--- src/rtl/des_byte_stream_adapter.sv ---
// Byte-stream front/back end for the 16-round DES round controller: packs key/plaintext bytes,
// runs the start/ready handshake, streams the result out. Optional watchdog: DES_TIMEOUT_EN.
module des_byte_stream_adapter #(
    parameter int SETUP_CYCLES = 2,
    parameter int TIMEOUT      = 255
) (
    input  logic        clk,
    input  logic        rst,
    input  logic        in_valid,
    output logic        in_ready,
    input  logic [7:0]  in_data,
    input  logic        in_is_key,
    output logic        des_start,
    output logic [63:0] des_in,
    output logic [63:0] des_key,
    input  logic        des_ready,
    input  logic [63:0] des_result,
    output logic        out_valid,
    input  logic        out_ready,
    output logic [7:0]  out_data,
    output logic        busy,
    output logic        err
);

    localparam int SW = (SETUP_CYCLES > 2) ? $clog2(SETUP_CYCLES) : 1;

    if (SETUP_CYCLES < 2) begin : g_bad_setup
        $error("SETUP_CYCLES must be at least 2");
    end
    if (TIMEOUT < 1 || TIMEOUT > 255) begin : g_bad_timeout
        $error("TIMEOUT must fit the 8-bit watchdog (1..255)");
    end

    typedef enum logic [1:0] {
        ST_COLLECT = 2'd0,
        ST_SETUP   = 2'd1,
        ST_RUN     = 2'd2,
        ST_DRAIN   = 2'd3
    } state_t;

    state_t        state_q, state_d;
    logic [63:0]   key_q, key_d;
    logic [63:0]   blk_q, blk_d;
    logic [63:0]   res_q, res_d;
    logic [2:0]    key_cnt_q, key_cnt_d;
    logic [2:0]    dat_cnt_q, dat_cnt_d;
    logic [2:0]    out_cnt_q, out_cnt_d;
    logic          key_loaded_q, key_loaded_d;
    logic          blk_full_q, blk_full_d;
    logic [SW-1:0] setup_cnt_q, setup_cnt_d;
    logic          launch;
    logic          in_xfer;
    logic          out_xfer;
    logic          timeout;

`ifdef DES_TIMEOUT_EN
    logic [7:0]    wdog_q, wdog_d;

    assign timeout = (state_q == ST_RUN) && (wdog_q == 8'(TIMEOUT - 1)) && !des_ready;
`else
    assign timeout = 1'b0;
`endif

    // A complete block waits for a complete key; a half-rewritten key must not be launched.
    assign launch   = blk_full_q && key_loaded_q && (key_cnt_q == 3'd0);
    // While a full block waits for its key, further data bytes are held off rather than lost.
    assign in_ready = (state_q == ST_COLLECT) && !launch && (in_is_key || !blk_full_q);
    assign in_xfer  = in_valid && in_ready;
    assign out_valid = (state_q == ST_DRAIN);
    assign out_xfer  = out_valid && out_ready;
    assign out_data  = res_q[63:56];
    assign des_start = (state_q == ST_RUN) && !timeout;
    assign des_in    = blk_q;
    assign des_key   = key_q;
    assign busy      = (state_q != ST_COLLECT);
    assign err       = timeout;

    always_comb begin
        state_d      = state_q;
        key_d        = key_q;
        blk_d        = blk_q;
        res_d        = res_q;
        key_cnt_d    = key_cnt_q;
        dat_cnt_d    = dat_cnt_q;
        out_cnt_d    = out_cnt_q;
        key_loaded_d = key_loaded_q;
        blk_full_d   = blk_full_q;
        setup_cnt_d  = setup_cnt_q;
`ifdef DES_TIMEOUT_EN
        wdog_d       = wdog_q;
`endif
        case (state_q)
            ST_COLLECT: begin
                if (in_xfer) begin
                    if (in_is_key) begin
                        key_d     = {key_q[55:0], in_data};
                        key_cnt_d = key_cnt_q + 3'd1;
                        if (key_cnt_q == 3'd7) begin
                            key_loaded_d = 1'b1;
                        end
                    end else begin
                        blk_d     = {blk_q[55:0], in_data};
                        dat_cnt_d = dat_cnt_q + 3'd1;
                        if (dat_cnt_q == 3'd7) begin
                            blk_full_d = 1'b1;
                        end
                    end
                end
                if (launch) begin
                    state_d     = ST_SETUP;
                    blk_full_d  = 1'b0;
                    setup_cnt_d = '0;
                end
            end
            ST_SETUP: begin
                if (setup_cnt_q == SW'(SETUP_CYCLES - 1)) begin
                    state_d = ST_RUN;
`ifdef DES_TIMEOUT_EN
                    wdog_d  = 8'd0;
`endif
                end else begin
                    setup_cnt_d = setup_cnt_q + 1'b1;
                end
            end
            ST_RUN: begin
                if (des_ready) begin
                    res_d     = des_result;
                    out_cnt_d = 3'd0;
                    state_d   = ST_DRAIN;
                end else if (timeout) begin
                    state_d = ST_COLLECT;
                end
`ifdef DES_TIMEOUT_EN
                else begin
                    wdog_d = wdog_q + 8'd1;
                end
`endif
            end
            ST_DRAIN: begin
                if (out_xfer) begin
                    res_d     = {res_q[55:0], 8'h00};
                    out_cnt_d = out_cnt_q + 3'd1;
                    if (out_cnt_q == 3'd7) begin
                        state_d = ST_COLLECT;
                    end
                end
            end
            default: state_d = ST_COLLECT;
        endcase
    end

    always_ff @(posedge clk or posedge rst) begin
        if (rst) begin
            state_q      <= ST_COLLECT;
            key_q        <= '0;
            blk_q        <= '0;
            res_q        <= '0;
            key_cnt_q    <= '0;
            dat_cnt_q    <= '0;
            out_cnt_q    <= '0;
            key_loaded_q <= 1'b0;
            blk_full_q   <= 1'b0;
            setup_cnt_q  <= '0;
        end else begin
            state_q      <= state_d;
            key_q        <= key_d;
            blk_q        <= blk_d;
            res_q        <= res_d;
            key_cnt_q    <= key_cnt_d;
            dat_cnt_q    <= dat_cnt_d;
            out_cnt_q    <= out_cnt_d;
            key_loaded_q <= key_loaded_d;
            blk_full_q   <= blk_full_d;
            setup_cnt_q  <= setup_cnt_d;
        end
    end

`ifdef DES_TIMEOUT_EN
    always_ff @(posedge clk or posedge rst) begin
        if (rst) begin
            wdog_q <= 8'd0;
        end else begin
            wdog_q <= wdog_d;
        end
    end
`endif

endmodule

--- config.mk ---
export PLATFORM = sky130hd
export DESIGN_NAME = des_byte_stream_adapter
export DESIGN_NICKNAME = d
export VERILOG_FILES = /design/src/rtl/des_byte_stream_adapter.sv
export SDC_FILE = /design/constraint.sdc
export NUM_CORES = 1
export LEC_CHECK = 0
export BUFFER_PORTS_ARGS = -buffer_cell sky130_fd_sc_hd__buf_2
export CORE_ASPECT_RATIO = 1.2
export CORE_MARGIN = 5
export CORE_UTILIZATION = 35
export DETAILED_ROUTE_END_ITERATION = 8
export PLACE_DENSITY = 0.62
export SKIP_CTS_REPAIR_TIMING = 1
export SLEW_MARGIN = 20
export SYNTH_ARGS = -nofsm -noshare
export SYNTH_HDL_FRONTEND = slang
export SYNTH_SLANG_ARGS = --single-unit
--- constraint.sdc ---
create_clock -name clk -period 15.1 [get_ports clk]
set_clock_uncertainty 0.15 [all_clocks]
set_input_delay 0.755 -clock clk [delete_from_list [all_inputs] [get_ports clk]]
set_output_delay 0.755 -clock clk [all_outputs]
set_load 0.02 [all_outputs]
==> results.yml, run 1 <==
clocking:
  root_buffer: "clkbuf_16"
  clkLatencyLatePin_ns: 0.49
  path_clk_slew_ns: 0.06
  cts.path.max_buffers: 3
  cts_sinks: 206
  cts_tree: "done"
  cts_max_level: 1
  numCtsBuffers: 23
worst_setup_path:
  path_buf_inv: 1
  cp.required_ns: 14.20
  criticalPathCategory: "flip-flop to output port"
  path_max_fanout: 64
  startpoint_type: "flip-flop"
  worst_setup_path_end_kind: "output port"
  crit_family: "adder cells"
  arrival_ns: 2.12
  max_stage_delay_ns: 0.87
  crit_chain: "ha_4, buf_2"
  crit_slowest_cell: "ha_4"
layout:
  final_nets: 911
  drive_gt1_frac: 0.3900
  n_antenna_cell: 0
  syn_to_final_growth_pct: 22.99
  fillCellCount: 2244
  multi_input_area_sq_um: 3052
  regArea_sq_um: 5155
floorplan:
  initial_core_util: 0.3567
  die_width_um: 152.9
  rows: 62
  die_height_um: 181.5
  io_pins: 219
  core_area_sq_um: 24050
  die-area_sq_um: 27750
sta:
  fin_crit_ns: 3.027
  fin_crit_sh: 0.2005
  rsz0062_at_grt: "false"
  maxSlewHeadroom: 0.2883
  hold_viol_final: 0
  setup-tns-final_ns: 0
  max_freq_ghz: 0.3303
  slew_viol_final: 0
  tightestPinTransition_ns: 1.068
  setup_viol: 0
detailed_routing:
  vias: 5348
  drc: 0
  wirelength_um: 18350
  drt_iter0_markers: 162
  ant_nets: 0
  viasPerCell: 4.626
  wl_per_cell_um: 15.87
  first_pass_iters: 4
global_route:
  grt_pass1_vias: 5709
  grt.total_usage: 0.1312
  grt_max_degree: 146
  antenna_found_initial: 3
  grt_overflow: 0
  grt_pass1_wl_um: 30510
synth:
  synth_area_sq_um: 8578
  synth_edf_count: 0
  yosys_warnings: 0
  syn_inst: 619
  seq_area_frac_synth: 0.6009
  netlist.area_leader.share: 0.6009
  async_flop_share: 1.000
  synth_common_cells: "dfrtp_1, mux2_1, nand2_1, mux2_2"
  synth_nets: 709
  syn_area_per_cell_sq_um: 13.86
  post-synth-top-area-cell: "dfrtp_1"
  ys_types: 28
  synth_area_leaders: "dfrtp_1, mux2_1, mux2_2"
  yosysMostFrequentCell: "dfrtp_1"
  synth_seq_cells: 206
  synthFlopType: "dfrtp_1"
placed_design:
  dpl.hpwl_um: 12560
  gp_congestion: 0.7757
  port_buffers: 217
job:
  drv_cap: 0
run_status:
  status: "complete, no violations"
hold_path:
  hold_class: "primary input to async pin"
pwr:
  max-vdd-ir-drop_mv: 0.1216
  powerDensity_nw_per_um2: 215.6
  p_leak_uw: 0.005485
  power.total_uw: 2275
final cells by class:
cell class	count	area share
sequential	206	0.4886
multi-input combinational	358	0.2893
timing repair buffer	221	0.1058
clock buffer	33	0.06475
tap	320	0.03795
clock inverter	7	0.008539
inverter	11	0.005100
cell usage in the layout, fill, tap and decap left out, types with 2 or more instances in the layout:
master      instances
buf_4               4
clkbuf_1            3
nand2_1            62
clkbuf_16          23
a21oi_1             3
mux2_1             71
bufinv_16           2
a22o_1             11
o2bb2ai_1           2
clkinv_2            3
dfrtp_1           206
o21ai_0            59
clkinvlp_4          2
nand3_1             2
ha_1               11
buf_2             217
clkbuf_8            7
mux2i_1            59
mux2_2             61
nor2_1              6
inv_1              10
sequential cells by signal, summed over array words and instances (netlist names):
| register | cells |
|---|---|
| out_cnt_q | 3 |
| key_loaded_q | 1 |
| res_q | 64 |
| state_q | 2 |
| blk_full_q | 1 |
| key_cnt_q | 3 |
| des_in | 64 |
| dat_cnt_q | 3 |
| des_key | 64 |
| setup_cnt_q | 1 |
cell families (layout without fill, tap and decap cells):
logic type | count (synthesis) | after routing | synth area share
and+or+nand+nor | 74 | 74 | 0.03807
buffers and inverters | 55 | 272 | 0.04565
AOI/OAI and AO/OA | 78 | 78 | 0.05324
DFF | 206 | 206 | 0.6009
muxes | 191 | 191 | 0.2421
xor gates and xnor gates | 2 | 2 | 0.002042
other | 1 | 1 | 0.0004372
adders and majority gates | 12 | 12 | 0.01750
worst paths after layout:
| kind | from | to | slack, ns | cells after the start |
|---|---|---|---|---|
| hold / removal | rst | des_key[60] | 0.22 | 2 |
| setup / recovery | state_q[1] | out_valid | 12.07 | 2 |
| setup reg to reg | state_q[1] | res_q[56] | 12.16 | 6 |
| max in group asynchronous | rst | res_q[21] | 13.13 | 3 |
| min in group clk | res_q[63] | res_q[63] | 0.32 | 2 |
| hold reg to reg | res_q[63] | res_q[63] | 0.32 | 2 |
stage by stage:
step | std cells | hold WS (ns) | utilization | setup slack [ns] | cell area [sq um]
6_report | 1156 | 0.2183 | 0.4387 | 12.07 | 10550
2_1_floorplan | 619 | 0.2980 | - | 8.571 | 8578
3_5_place_dp | 1116 | 0.3151 | 0.4063 | 12.15 | 9772
3_3_place_gp | 1116 | 0.3094 | 0.4063 | 12.22 | 9772
4_1_cts | 1156 | 0.2874 | 0.4385 | 12.02 | 10550
5_1_grt | 1156 | 0.2387 | 0.4387 | 11.86 | 10550
per-layer routing:
metal  track usage  up-vias  wire length, um
li1              -     2560                -
met1        0.1671     2589             7820
met2        0.2163      151             8704
met3       0.03881       42             1271
met4       0.04100        6              510
met5             0        -               37
power by group:
| part | switching (uW) | internal (uW) |
|---|---|---|
| clock network | 214 | 347 |
| logic | 481 | 321 |
| registers | 143 | 769 |
Note: power is estimated with default switching activity, not from simulation.
==> inputs of run 2 (changes only) <==
--- a/config.mk
+++ b/config.mk
@@ -5,12 +5,13 @@
 export SDC_FILE = /design/constraint.sdc
 export NUM_CORES = 1
 export LEC_CHECK = 0
+export ABC_AREA = 1
 export BUFFER_PORTS_ARGS = -buffer_cell sky130_fd_sc_hd__buf_2
 export CORE_ASPECT_RATIO = 1.2
 export CORE_MARGIN = 5
 export CORE_UTILIZATION = 35
 export DETAILED_ROUTE_END_ITERATION = 8
-export PLACE_DENSITY = 0.62
+export PLACE_DENSITY = 0.63
 export SKIP_CTS_REPAIR_TIMING = 1
 export SLEW_MARGIN = 20
 export SYNTH_ARGS = -nofsm -noshare
==> constraint.sdc (replaced) <==
create_clock -name clk -period 2.55 [get_ports clk]
set_clock_uncertainty 0.15 [all_clocks]
set_input_delay 0.1275 -clock clk [delete_from_list [all_inputs] [get_ports clk]]
set_output_delay 0.1275 -clock clk [all_outputs]
set_load 0.02 [all_outputs]
==> results.yml, run 2 <==
sta:
  max_freq_ghz: 0.4493
  hold_slack_ns: 0.01368
  slew_viol_final: 0
  rsz0062_at_grt: "false"
  maxSlewHeadroom: 0.5261
  fin_crit_sh: 0.8729
  hold_viol_final: 0
  fin_crit_ns: 2.226
  finalWorstSetupSlack_ns: 0.3242
  tightestPinTransition_ns: 0.7108
  setup_viol: 0
  setup-tns-final_ns: 0
floorplan:
  io_pins: 219
  rows: 64
  die-area_sq_um: 28730
  die_width_um: 155.6
  core_area_sq_um: 25300
  initial_core_util: 0.3517
  die_height_um: 184.7
synth:
  synthFlopType: "dfrtp_1"
  synth_area_sq_um: 8900
  ys_types: 24
  netlist.area_leader.share: 0.5792
  synth_edf_count: 0
  yosysMostFrequentCell: "nand2_1"
  synth_nets: 1100
  yosys_warnings: 0
  synth_seq_cells: 206
  seq_area_frac_synth: 0.5792
  synth_area_leaders: "dfrtp_1, nand2_1, nand3_1"
  synth_common_cells: "nand2_1, dfrtp_1, nand3_1, nor2_1, o21a_1"
  syn_inst: 1010
  post-synth-top-area-cell: "dfrtp_1"
  async_flop_share: 1.000
  syn_area_per_cell_sq_um: 8.812
placed_design:
  dpl_worst_slack_ns: 0.4751
  port_buffers: 217
  dp.cells: 1490
  gp_congestion: 0.7743
  dpl.hpwl_um: 14820
  placed_cell_area_sq_um: 10160
worst_setup_path:
  r2r_end: "des_in[23]"
  cp.required_ns: 2.27
  rr_startpoint: "state_q[0]"
  crit_chain: "ha_2, buf_4, buf_2"
  startpoint_type: "flip-flop"
  path_buf_inv: 2
  crit_slowest_cell: "buf_4"
  criticalPathCategory: "flip-flop to output port"
  path_max_fanout: 57
  crit_family: "buffers and inverters"
  arrival_ns: 1.95
  r2r_cells: 8
  worst_setup_path_end_kind: "output port"
  rrSetupSlack_ns: 0.46
  max_stage_delay_ns: 0.50
detailed_routing:
  drt_iter0_markers: 532
  ant_nets: 0
  vias: 7644
  drc: 0
  first_pass_iters: 4
  wl_per_cell_um: 14.99
  wirelength_um: 24080
  viasPerCell: 4.760
layout:
  layout_commonest_cell: "nand2_1"
  final_nets: 1351
  finalNonFillerCells: 1606
  syn_to_final_growth_pct: 31.72
  drive_gt1_frac: 0.2165
  design_area_sq_um: 11720
  final_cell_mix: "nand2_1, buf_2, dfrtp_1, nand3_1, nor2_1"
clocking:
  root_buffer: "clkbuf_16"
  cts_sinks: 206
  cts.path.max_buffers: 3
  path_clk_slew_ns: 0.06
  cts_tree: "done"
  clkLatencyLatePin_ns: 0.50
  cts_max_level: 1
  numCtsBuffers: 23
pwr:
  max-vdd-ir-drop_mv: 0.7726
  p_leak_uw: 0.006234
  powerDensity_nw_per_um2: 1287
hold_path:
  hold_class: "primary input to flip-flop"
  whs_path_depth: 7
  hold_end: "out_cnt_q[2]"
  hold_start: "des_ready"
global_route:
  grt_overflow: 0
  grt_max_degree: 102
  grt_pass1_wl_um: 37440
  grt.total_usage: 0.1562
  grt_pass1_vias: 7194
  antenna_found_initial: 1
run_status:
  status: "complete, no violations"
job:
  drv_cap: 0
==> run 2: cell types whose count changed in the layout (fill, tap and decap cells not counted), moves of 5 or more <==
cell           change
o21a_1            +56
mux2_2            -61
nand3_1          +146
inv_1              +7
buf_12             +6
nor2_1           +110
mux2i_1           -59
o21ai_0            -7
a22o_1            -11
mux2_1            -71
dlygate4sd3_1     +76
nand2_1          +242
o21ai_1            +5
==> run 2: per-layer routing <==
metal | GRT usage | vias up | part of all wire
li1 | - | 3762 | -
met4 | 0.03398 | 0 | 0.017
met2 | 0.2506 | 225 | 0.47
met1 | 0.2142 | 3627 | 0.44
met5 | 0 | - | 0
met3 | 0.04157 | 30 | 0.075
==> run 2: metrics by stage <==
stage          total power, uW    util
6_report                 15090  0.4633
5_1_grt                  16210  0.4633
4_1_cts                  15180  0.4331
3_5_place_dp             11640  0.4017
3_3_place_gp             11490  0.4017
2_1_floorplan             9792       -
==> run 2: where the power goes <==
group / leakage, uW / internal, uW / switching [uW]
Combinational: 0.00326 / 2100 / 3800
Clock: 0.000388 / 2160 / 1300
Sequential: 0.00259 / 4720 / 1020
Total: 0.00623 / 8980 / 6110
==> run 2: worst max path at each step <==
stage                from          to  slack [ns]  depth (start not counted)
2_1_floorplan         rst  blk_full_q       -0.40                          1
5_1_grt        state_q[0]   out_valid        0.20                          3
6_report       state_q[0]   out_valid        0.32                          3
3_5_place_dp   state_q[0]  des_in[39]        0.48                          8
4_1_cts        state_q[1]   out_valid        0.30                          3
3_3_place_gp   state_q[0]  des_in[28]        0.54                          8
==> run 2: area by class of cell <==
type                    instances  area, sq um
clock inverters                 6        111.4
multi-input cells             704         3259
fillers                      2463        13580
flip-flops and latches        206         5155
repair buffers                306         2019
diodes                          1        2.502
clock buffers                  33        683.2
well taps                     330        412.9
inverters                      20        78.83
==> run 2: kinds of logic after synthesis <==
| group | Yosys count | share of synthesized area |
|---|---|---|
| compound gates | 116 | 0.08182 |
| fa+ha+maj | 12 | 0.01687 |
| buf+inv | 100 | 0.05539 |
| flops | 206 | 0.5792 |
| other cells | 1 | 0.0004214 |
| simple gates | 575 | 0.2663 |
==> run 2: worst reg2reg max path, delay by kind of cell (launching register included) <==
family                     cells  cell delay [ns]
and+or+nand+nor                4             0.43
buffers and inverters          3             0.79
DFF                            1             0.40
adders and majority gates      1             0.26
